===== src/rtl/quadgen_pkg.sv =====
// Shared definitions for the quadrature generator.
//   state_t         : controller state (IDLE / RUN)
//   PH_0..PH_3      : quadrature phase sequence {B,A} in forward (up) order
//   DWELL_DEFAULT   : default number of ce ticks spent in each phase
//   phase_next()    : next phase for one step up or down
package quadgen_pkg;

  typedef enum logic {
    ST_IDLE = 1'b0,
    ST_RUN  = 1'b1
  } state_t;

  // Forward order is 00 -> 01 -> 11 -> 10 -> 00; reverse order counts down.
  localparam logic [1:0] PH_0 = 2'b00;
  localparam logic [1:0] PH_1 = 2'b01;
  localparam logic [1:0] PH_2 = 2'b11;
  localparam logic [1:0] PH_3 = 2'b10;

  localparam int DWELL_DEFAULT = 4;
  localparam int CNT_W         = 8;   // holds DWELL-1 for DWELL up to 255
  localparam int STEP_W        = 16;

  function automatic logic [1:0] phase_next(input logic [1:0] ph, input logic up);
    logic [1:0] nxt;
    case (ph)
      PH_0:    nxt = up ? PH_1 : PH_3;
      PH_1:    nxt = up ? PH_2 : PH_0;
      PH_2:    nxt = up ? PH_3 : PH_1;
      default: nxt = up ? PH_0 : PH_2;   // PH_3
    endcase
    return nxt;
  endfunction

endpackage


===== src/rtl/quadgen_quadstep.sv =====
// Two-bit Gray-coded phase register.
//   clk    : rising-edge clock
//   reset  : synchronous active-high reset, phase returns to 00
//   step   : advance one phase on this edge
//   dir    : 1 = forward (up), 0 = reverse (down)
//   phase  : current quadrature phase {B,A}
module quadstep
  import quadgen_pkg::*;
(
  input  logic       clk,
  input  logic       reset,
  input  logic       step,
  input  logic       dir,
  output logic [1:0] phase
);

  // NOTE: state registers use non-blocking assignments so every flop samples
  // the pre-edge values; blocking here would create order-dependent races.
  always_ff @(posedge clk) begin
    if (reset) begin
      phase <= PH_0;
    end else if (step) begin
      phase <= phase_next(phase, dir);
    end
  end

endmodule


===== src/rtl/quadgen.sv =====
// Quadrature step generator. A load command starts a move of 'steps' phase
// transitions in direction 'dir'; each step is taken after DWELL ce ticks.
//   clk       : rising-edge clock
//   reset     : synchronous active-high reset
//   ce        : rate enable for the dwell counter
//   load      : start strobe, accepted only while idle
//   steps     : step count for the move (0 gives an immediate done)
//   dir       : 1 = up / forward, 0 = down / reverse
//   abort     : terminate an active move without a done pulse
//   invphase  : swap tach bits at the output (live)
//   tach      : quadrature output {B,A}
//   busy      : move in progress
//   done      : one-cycle pulse at normal completion
//   stepsleft : steps remaining in the current move
//   position  : signed running position, wraps modulo 2^16
module quadgen
  import quadgen_pkg::*;
#(
  parameter int DWELL = DWELL_DEFAULT
) (
  input  logic                     clk,
  input  logic                     reset,
  input  logic                     ce,
  input  logic                     load,
  input  logic [STEP_W-1:0]        steps,
  input  logic                     dir,
  input  logic                     abort,
  input  logic                     invphase,
  output logic [1:0]               tach,
  output logic                     busy,
  output logic                     done,
  output logic [STEP_W-1:0]        stepsleft,
  output logic signed [STEP_W-1:0] position
);

  localparam logic [CNT_W-1:0] DWELL_LAST = CNT_W'(DWELL - 1);

  state_t           state;
  logic [CNT_W-1:0] dwell_cnt;
  logic             dir_q;
  logic [1:0]       phase;
  logic             step_now;

  // A step is due on the ce tick that completes the dwell; abort wins.
  assign step_now = (state == ST_RUN) && ce && !abort && (dwell_cnt == DWELL_LAST);

  quadstep u_quadstep (
    .clk   (clk),
    .reset (reset),
    .step  (step_now),
    .dir   (dir_q),
    .phase (phase)
  );

  always_ff @(posedge clk) begin
    if (reset) begin
      state     <= ST_IDLE;
      dwell_cnt <= '0;
      stepsleft <= '0;
      dir_q     <= 1'b0;
      done      <= 1'b0;
      position  <= '0;
    end else begin
      done <= 1'b0;
      case (state)
        ST_IDLE: begin
          if (load && !abort) begin
            if (steps != '0) begin
              state     <= ST_RUN;
              stepsleft <= steps;
              dir_q     <= dir;
              dwell_cnt <= '0;
            end else begin
              done <= 1'b1;  // empty move completes at once
            end
          end
        end
        ST_RUN: begin
          if (abort) begin
            state     <= ST_IDLE;
            stepsleft <= '0;
            dwell_cnt <= '0;
          end else if (ce) begin
            if (dwell_cnt == DWELL_LAST) begin
              dwell_cnt <= '0;
              stepsleft <= stepsleft - 1'b1;
              position  <= dir_q ? position + 16'sd1 : position - 16'sd1;
              if (stepsleft == 16'd1) begin
                state <= ST_IDLE;
                done  <= 1'b1;
              end
            end else begin
              dwell_cnt <= dwell_cnt + 1'b1;
            end
          end
        end
        default: state <= ST_IDLE;
      endcase
    end
  end

  assign busy = (state == ST_RUN);

  // NOTE: combinational blocks assign every output on every path (here a
  // default first) so no latch is inferred.
  always_comb begin
    tach = phase;
    if (invphase) tach = {phase[0], phase[1]};
  end

endmodule


===== config.mk =====
export PLATFORM = sky130hd
export DESIGN_NAME = quadgen
export DESIGN_NICKNAME = d
export VERILOG_FILES = /design/src/rtl/quadgen_pkg.sv /design/src/rtl/quadgen_quadstep.sv /design/src/rtl/quadgen.sv
export SDC_FILE = /design/constraint.sdc
export NUM_CORES = 1
export LEC_CHECK = 0
export CAP_MARGIN = 0
export CORE_UTILIZATION = 55
export CTS_CLUSTER_DIAMETER = 40
export CTS_CLUSTER_SIZE = 8
export DETAILED_ROUTE_END_ITERATION = 12
export GPL_ROUTABILITY_DRIVEN = 0
export GPL_TIMING_DRIVEN = 0
export HOLD_SLACK_MARGIN = 0.03
export MAX_ROUTING_LAYER = met4
export PLACE_DENSITY = 0.85
export SETUP_SLACK_MARGIN = 0.2
export SLEW_MARGIN = 20
export SYNTH_ARGS = -nofsm -noshare
export SYNTH_HDL_FRONTEND = slang
export SYNTH_SLANG_ARGS = --single-unit

===== constraint.sdc =====
create_clock -name clk -period 6.2 [get_ports clk]
set_input_delay 1.24 -clock clk [delete_from_list [all_inputs] [get_ports clk]]
set_output_delay 1.24 -clock clk [all_outputs]
set_load 0.02 [all_outputs]

==> flow_summary.ini, run 1 <==
[synthesis]
synth_cells = 375
yosys_most_used_dff = dfxtp_1
synth_edf_count = 0
synth_fp_nets = 416
synth_most_common_cell = nor2_1
synth_compound_area_frac = 0.2232
yosys_warnings = 0
async_flop_share = 0
synth-seq-cells = 45
yosys.area_share.simple = 0.2592
syn_area_sq_um = 2887
synth_commonest_cells = nor2_1, dfxtp_1, nand2_1, a21oi_1, inv_1
syn_area_per_cell_sq_um = 7.697
synth_mux_area_frac = 0.01864
synth-xor-area-share = 0.05462
synth.top_cell.area_share = 0.3121
synth_adder_area_share = 0.08062
synth_top_family_by_area = simple AND/OR/NAND/NOR gates
synth.area.top_cells = dfxtp_1, ha_1, nor2_1
seq_area_frac_synth = 0.3121
synth_top_area_cell = dfxtp_1
synth.distinct_cells = 53

[run]
maxCapViolCount = 0

[route]
drc_errors = 0
antenna_left = 0
firstDrtPassIters = 5
drtIter0Drc = 237
vias = 3000
drt-total-wl_microns = 7455
via_per_inst = 5.871
wl_per_cell_microns = 14.59

[global_route]
grt_pass1_wl_microns = 12160
antenna_found_initial = 0
grt_usage = 0.2909
grt_pass1_vias = 2604
grt_max_degree = 16
gr-total-overflow = 0

[sta]
rsz0062_at_grt = no
drv_slew = 0
hold_violations = 0
finalClockSkew_ps = 8.045
max_slew.worst_pin.slew_ps = 671.6
fin_crit_ps = 3861
final-setup-viol-count = 0
fmax_mhz = 259.0
fin_tns_setup_ps = 0
finalWorstSetupSlack_ps = 2339
maxSlewHeadroom = 0.5482
post-route-period-util = 0.6228

[floorplanning]
core-area_sq_um = 5075
die_h_microns = 74.45
ios = 59
die_area_sq_um = 5542
die_x_microns = 74.45
std_cell_rows = 26
start_util = 0.5688

[clocking]
tritoncts = built
h-tree-depth = 2
ctsResizeCount = 0
holdBufCountCts = 0
clk_path_buf_depth = 2
clock_latency_ps = 310
clk_pin_slew_worst_paths_ps = 90
clock_sinks = 45
numCtsBuffers = 5
root_buffer = clkbuf_8
postCtsSetupBuffers = 0

[layout]
syn2layout_area_growth_pct = 26.48
final_nets = 481
antenna_cells = 0
final_util = 0.7194
drive_above_1_share = 0.05896

[critical_path]
path_cells = clkdlybuf4s50_1, mux2_2, clkdlybuf4s50_1
crit_path_end_kind = primary output
critPathRequiredTime_ps = 4960
crit_path_max_incr_delay_ps = 550
critical-path-top-delay-family = buffers and inverters
critPathArrivalTime_ps = 2620
crit_type = input port to primary output
worst-path-buf-inv = 2
timing.critical_path.mode_cell = clkdlybuf4s50_1
cp-start-kind = input port
cp_max_fo = 2
cpMaxStageDelayCell = clkdlybuf4s50_1

[hold_path]
min_path_type = register to register

[place]
io_buffers = 58
dp_hpwl_microns = 5471
place_ws_ps = 2330

[pwr]
ir_drop_mv = 0.1320
powerDensity_nw_per_um2 = 179.3
power.leakage_nw = 1.446

[status]
status = finished, final reports clean
-- worst paths after layout --
path	end	start	slack [ps]	cells past startpoint
max reg2reg	position[15]	dir_q	3020	9
min reg2reg	position[7]	position[7]	480	2
max	tach[0]	invphase	2340	3
min	position[7]	position[7]	480	2
-- routing by layer --
metal | share of wire | vias up | global-route usage | wire [microns]
met2 | 0.47 | 114 | 0.4484 | 3513
li1 | - | 1481 | - | -
met4 | 0.013 | 0 | 0.07547 | 95
met5 | 0 | - | - | 0
met1 | 0.46 | 1391 | 0.3925 | 3397
met3 | 0.060 | 14 | 0.05149 | 449
-- stage by stage --
step                hold slack [ps]  cells  area, sq um  total power, mW
floorplan                     465.9    375         2887           0.4059
global placement              458.3    503         3555           0.4575
detailed placement            469.0    503         3555           0.4608
CTS                           482.6    511         3651           0.6560
global route                  496.6    511         3651           0.6850
finish                        475.0    511         3651           0.6547
-- cells by family (layout without fill, tap and decap cells) --
group / after synthesis / in the layout
adders and majority gates: 18 / 18
DFF: 45 / 45
buffers and inverters: 38 / 104
AOI/OAI and AO/OA: 100 / 100
and+or+nand+nor: 151 / 151
muxes: 5 / 5
xor gates and xnor gates: 18 / 18
-- area by class of cell --
cell class / count / area, sq um
plain buffers: 15 / 62.56
clock buffers: 6 / 82.58
fillers: 448 / 1424
repair buffers: 58 / 580.6
inverters: 23 / 86.33
clock inverters: 2 / 13.76
well taps: 70 / 87.58
multi-input cells: 292 / 1837
flip-flops and latches: 45 / 900.9
-- placed cells by master (no fill, tap or decap), types with 8 or more instances in the layout --
cell type / instances
dfxtp_1: 45
a21oi_1: 30
inv_1: 23
xor2_1: 10
nor2_1: 48
clkdlybuf4s50_1: 58
clkbuf_1: 10
nor4_1: 8
nand2_1: 42
a22oi_1: 9
xnor2_1: 8
ha_1: 17
o21ai_0: 22
nor3_1: 9
-- flip-flops by register name (all words and copies together) (netlist names) --
register          flops
dwell_cnt             8
done                  1
u_quadstep.phase      2
busy                  1
stepsleft            16
position             16
dir_q                 1
-- power by group --
group	internal [mW]	switching [mW]	total (mW)
Combinational	0.0643	0.0821	0.146
Sequential	0.298	0.0128	0.311
Clock	0.0905	0.107	0.197
Total	0.453	0.202	0.655
-- worst min-delay path, cell delays in order, from the launching register on --
cell and delay (ps):
dfxtp_1 330, nand2_1 60, a21oi_1 50
(Power assumes the default switching activity.)
==> inputs of run 2 (changes only) <==
--- a/config.mk
+++ b/config.mk
@@ -6,7 +6,7 @@
 export NUM_CORES = 1
 export LEC_CHECK = 0
 export CAP_MARGIN = 0
-export CORE_UTILIZATION = 55
+export CORE_UTILIZATION = 47
 export CTS_CLUSTER_DIAMETER = 40
 export CTS_CLUSTER_SIZE = 8
 export DETAILED_ROUTE_END_ITERATION = 12
@@ -14,7 +14,7 @@
 export GPL_TIMING_DRIVEN = 0
 export HOLD_SLACK_MARGIN = 0.03
 export MAX_ROUTING_LAYER = met4
-export PLACE_DENSITY = 0.85
+export PLACE_DENSITY = 0.77
 export SETUP_SLACK_MARGIN = 0.2
 export SLEW_MARGIN = 20
 export SYNTH_ARGS = -nofsm -noshare
==> constraint.sdc (replaced) <==
create_clock -name clk -period 3.2 [get_ports clk]
set_input_delay 0.64 -clock clk [delete_from_list [all_inputs] [get_ports clk]]
set_output_delay 0.64 -clock clk [all_outputs]
set_load 0.02 [all_outputs]
==> run 2 against run 1 <==
Cell count is 1.4% higher. Clock skew is 2.6 ps lower. Sequential power is 94% higher. Routed wire length is 0.13% higher. Combinational power is 94% higher. Die area is 17% higher. Design area is 0.55% higher. Critical endpoint is now position[15].
==> flow_summary.ini, run 2 (synthesis results as in run 1) <==
[status]
status = finished, final reports clean

[global_route]
grt_usage = 0.2537
grt_pass1_vias = 2713
grt_max_degree = 16
grt_pass1_wl_microns = 12430
antenna_found_initial = 0
gr-total-overflow = 0

[clocking]
h-tree-depth = 2
holdBufCountCts = 0
numCtsBuffers = 5
root_buffer = clkbuf_8
clk_path_buf_depth = 2
tritoncts = built
clock_sinks = 45
clk_pin_slew_worst_paths_ps = 90
clock_latency_ps = 310

[sta]
drv_slew = 0
fin_crit_ps = 2788
fmax_mhz = 358.7
finalWorstSetupSlack_ps = 412.1
final-setup-viol-count = 0
post-route-period-util = 0.8712
rsz0062_at_grt = no
finalClockSkew_ps = 5.487
fin_tns_setup_ps = 0
maxSlewHeadroom = 0.4994
hold_violations = 0
max_slew.worst_pin.slew_ps = 744.0

[place]
dp_hpwl_microns = 5507
place_ws_ps = 154.3
place_inst = 508
io_buffers = 58

[floorplanning]
die_area_sq_um = 6459
ios = 59
start_util = 0.4875
die_x_microns = 80.37
core-area_sq_um = 5921
std_cell_rows = 28
die_h_microns = 80.37

[hold_path]
min_path_type = register to register

[layout]
layout.cells.non_filler = 518
antenna_cells = 0
drive_above_1_share = 0.06772
biggestRegsByFlops = position: 16 flops, stepsleft: 16 flops, dwell_cnt: 8 flops
syn2layout_area_growth_pct = 27.18
mostFrequentLayoutCells = clkdlybuf4s50_1, nor2_1, dfxtp_1
final_common_cell = clkdlybuf4s50_1
final_nets = 483

[route]
vias = 2952
drc_errors = 0
drt-total-wl_microns = 7465
firstDrtPassIters = 7
via_per_inst = 5.699
antenna_left = 0
wl_per_cell_microns = 14.41
drtIter0Drc = 256

[critical_path]
crit_path_end_kind = register
cp-startpoint = dir_q
r2r_end = position[15]
endpoint = position[15]
cp_max_fo = 6
critPathRequiredTime_ps = 3410
worst-r2r-setup-slack_ps = 410
worstReg2RegStart = dir_q
critPathArrivalTime_ps = 2990
worstRegToRegCells = 9
cp-start-kind = register
crit_type = register to register

[pwr]
ir_drop_mv = 0.2013
power.leakage_nw = 1.447
p_int_mw = 0.8592
powerDensity_nw_per_um2 = 343.3
p_clk_frac = 0.296
total_power_mw = 1.260
pwr-share-seq = 0.479
combPwrFrac = 0.225
swShare = 0.3182
switching_power_mw = 0.4010

[run]
maxCapViolCount = 0
## run 2: power groups by stage
stage	sequential, mW	clock (mW)	combinational [mW]
floorplan	0.628	0	0.158
global placement	0.614	0	0.273
detailed placement	0.615	0	0.278
CTS	0.603	0.377	0.281
global route	0.607	0.399	0.311
finish	0.603	0.374	0.283
## run 2: repair_timing
action / CTS / global route
setup endpoints to repair: 1 / 1
gates resized for setup: 1 / 2
cloned: 0 / 0
setup buffers: 2 / 0
pin swaps: 0 / 0
## run 2: layer usage
layer | GRT usage | up-vias | wire, microns
li1 | - | 1478 | -
met1 | 0.3241 | 1364 | 3489
met2 | 0.4051 | 103 | 3512
met3 | 0.04545 | 7 | 392
met4 | 0.08036 | 0 | 71
met5 | - | - | 0
## run 2: worst min-delay path by stage
stage	startpoint	to	slack [ps]	cells after the start
after floorplan	dwell_cnt[1]	dwell_cnt[1]	470	2
after global placement	position[8]	position[8]	460	2
after detailed placement	position[5]	position[5]	470	2
after CTS	position[5]	position[5]	480	2
after global routing	position[7]	position[7]	500	2
final	position[10]	position[10]	480	2
## run 2: area by class of cell
| class | instances | area [sq um] |
|---|---|---|
| fillers | 527 | 2250 |
| clock inverters | 3 | 21.27 |
| repair buffers | 60 | 595.6 |
| flip-flops and latches | 45 | 902.1 |
| well taps | 75 | 93.84 |
| plain buffers | 15 | 62.56 |
| inverters | 23 | 90.09 |
| clock buffers | 5 | 68.82 |
| multi-input cells | 292 | 1837 |
## run 2: worst max-delay path, cell delays in order (launching register included)
cell	delay, ps
dfxtp_2	440
clkinvlp_4	190
ha_1	350
a21oi_1	220
o311ai_0	240
o21ai_1	220
nand2_1	130
a211oi_1	320
mux2i_1	240
mux2_2	340
## run 2: through the flow
step	area [sq um]	utilization	hold WS, ps
2_1_floorplan	2887	-	465.9
3_3_place_gp	3561	0.6014	458.3
3_5_place_dp	3561	0.6014	467.8
4_1_cts	3670	0.6198	481.2
5_1_grt	3671	0.6200	496.2
6_report	3671	0.6200	479.0
==> inputs of run 3 (changes only) <==
--- a/config.mk
+++ b/config.mk
@@ -8,10 +8,8 @@
 export CAP_MARGIN = 0
 export CORE_UTILIZATION = 47
 export CTS_CLUSTER_DIAMETER = 40
-export CTS_CLUSTER_SIZE = 8
 export DETAILED_ROUTE_END_ITERATION = 12
 export GPL_ROUTABILITY_DRIVEN = 0
-export GPL_TIMING_DRIVEN = 0
 export HOLD_SLACK_MARGIN = 0.03
 export MAX_ROUTING_LAYER = met4
 export PLACE_DENSITY = 0.77
==> run 3 against run 2 <==
Die area unchanged. Combinational power about the same. Critical path depth down 1. Flip-flop and latch count unchanged. Clock-buffer cell count up 1. Total power up 6.8%. Sequential share of layout area down 0.36 points.
==> flow_summary.ini, run 3 (synthesis results as in run 1) <==
[layout]
final_common_cell = clkdlybuf4s50_1
syn2layout_area_growth_pct = 28.87
fin_area_sq_um = 3720
drive_above_1_share = 0.07763
antenna_cells = 0
final_util = 0.6283
biggestRegsByFlops = position: 16 flops, stepsleft: 16 flops, dwell_cnt: 8 flops
n_fill_cell = 514
layout.cells.non_filler = 513
final_nets = 478
mostFrequentLayoutCells = clkdlybuf4s50_1, nor2_1, dfxtp_1

[clocking]
clk_pin_slew_worst_paths_ps = 90
clk_path_buf_depth = 2
holdBufCountCts = 0
ctsResizeCount = 1
clock_latency_ps = 300
h-tree-depth = 2
tritoncts = built
postCtsSetupBuffers = 0
numCtsBuffers = 5
clock_sinks = 45
root_buffer = clkbuf_8

[critical_path]
cp_max_fo = 32
crit_path_end_kind = register
cp-start-kind = register
critPathArrivalTime_ps = 2920
crit_type = register to register
critPathRequiredTime_ps = 3370

[floorplanning]
die_area_sq_um = 6459
die_h_microns = 80.37
ios = 59
die_x_microns = 80.37
start_util = 0.4875
std_cell_rows = 28
core-area_sq_um = 5921

[global_route]
grt_max_degree = 33
grt_usage = 0.2453
gr-total-overflow = 0
grt_pass1_vias = 2676
grt_pass1_wl_microns = 12100
antenna_found_initial = 0

[route]
vias = 2942
drtIter0Drc = 198
drc_errors = 0
antenna_left = 0
via_per_inst = 5.735
drt-total-wl_microns = 7204
wl_per_cell_microns = 14.04
firstDrtPassIters = 5

[place]
io_buffers = 58
place_inst = 505
place_ws_ps = 153.7
placed_area_sq_um = 3592
dp_hpwl_microns = 5255

[sta]
fin_tns_setup_ps = 0
finalClockSkew_ps = 6.335
drv_slew = 0
fmax_mhz = 364.3
maxSlewHeadroom = 0.5206
fin_crit_ps = 2745
post-route-period-util = 0.8578
hold_violations = 0
max_slew.worst_pin.slew_ps = 717.6
finalWorstSetupSlack_ps = 455.2
whs_ps = 474.3
rsz0062_at_grt = no
final-setup-viol-count = 0

[pwr]
powerDensity_nw_per_um2 = 361.8
total_power_mw = 1.346
ir_drop_mv = 0.2205
power.leakage_nw = 1.475

[run]
maxCapViolCount = 0

[hold_path]
min_path_type = register to register

[status]
status = finished, final reports clean
## run 3: final cells by class
class | instances | area, sq um | area share
well taps | 75 | 93.84 | 0.02523
clock inverters | 2 | 37.54 | 0.01009
inverters | 23 | 86.33 | 0.02321
repair buffers | 70 | 670.6 | 0.1803
flip-flops and latches | 45 | 900.9 | 0.2422
clock buffers | 6 | 82.58 | 0.02220
multi-input cells | 292 | 1848 | 0.4968
## run 3: critical path, cell delays in order (launching register included)
cell and delay, ps:
dfxtp_1 380, ha_1 220, or4b_1 470, nor4_2 250, nand2_1 200, a21oi_4 620, o21ai_0 240, a22oi_1 190
nor2_1 50
## run 3: layer usage
metal / up-vias / wire length [microns] / share of wire / GRT usage
met5: - / 0 / 0 / -
met4: 0 / 85 / 0.012 / 0.06786
met3: 11 / 304 / 0.042 / 0.03636
met2: 86 / 3478 / 0.48 / 0.4144
met1: 1377 / 3336 / 0.46 / 0.3031
li1: 1468 / - / - / -
## run 3: report_power, final
part,switching (mW),internal (mW),leakage (nW)
Combinational,0.154,0.128,1.05
Clock,0.206,0.254,0.0574
Sequential,0.0266,0.577,0.365
## run 3: final timing paths
| check | from | to | slack [ps] | cells past startpoint |
|---|---|---|---|---|
| worst max-delay path | dwell_cnt[0] | stepsleft[3] | 460 | 8 |
| worst min-delay path | position[6] | position[6] | 470 | 2 |
| worst max register to register | dwell_cnt[0] | stepsleft[3] | 460 | 8 |
| worst min register to register | position[6] | position[6] | 470 | 2 |
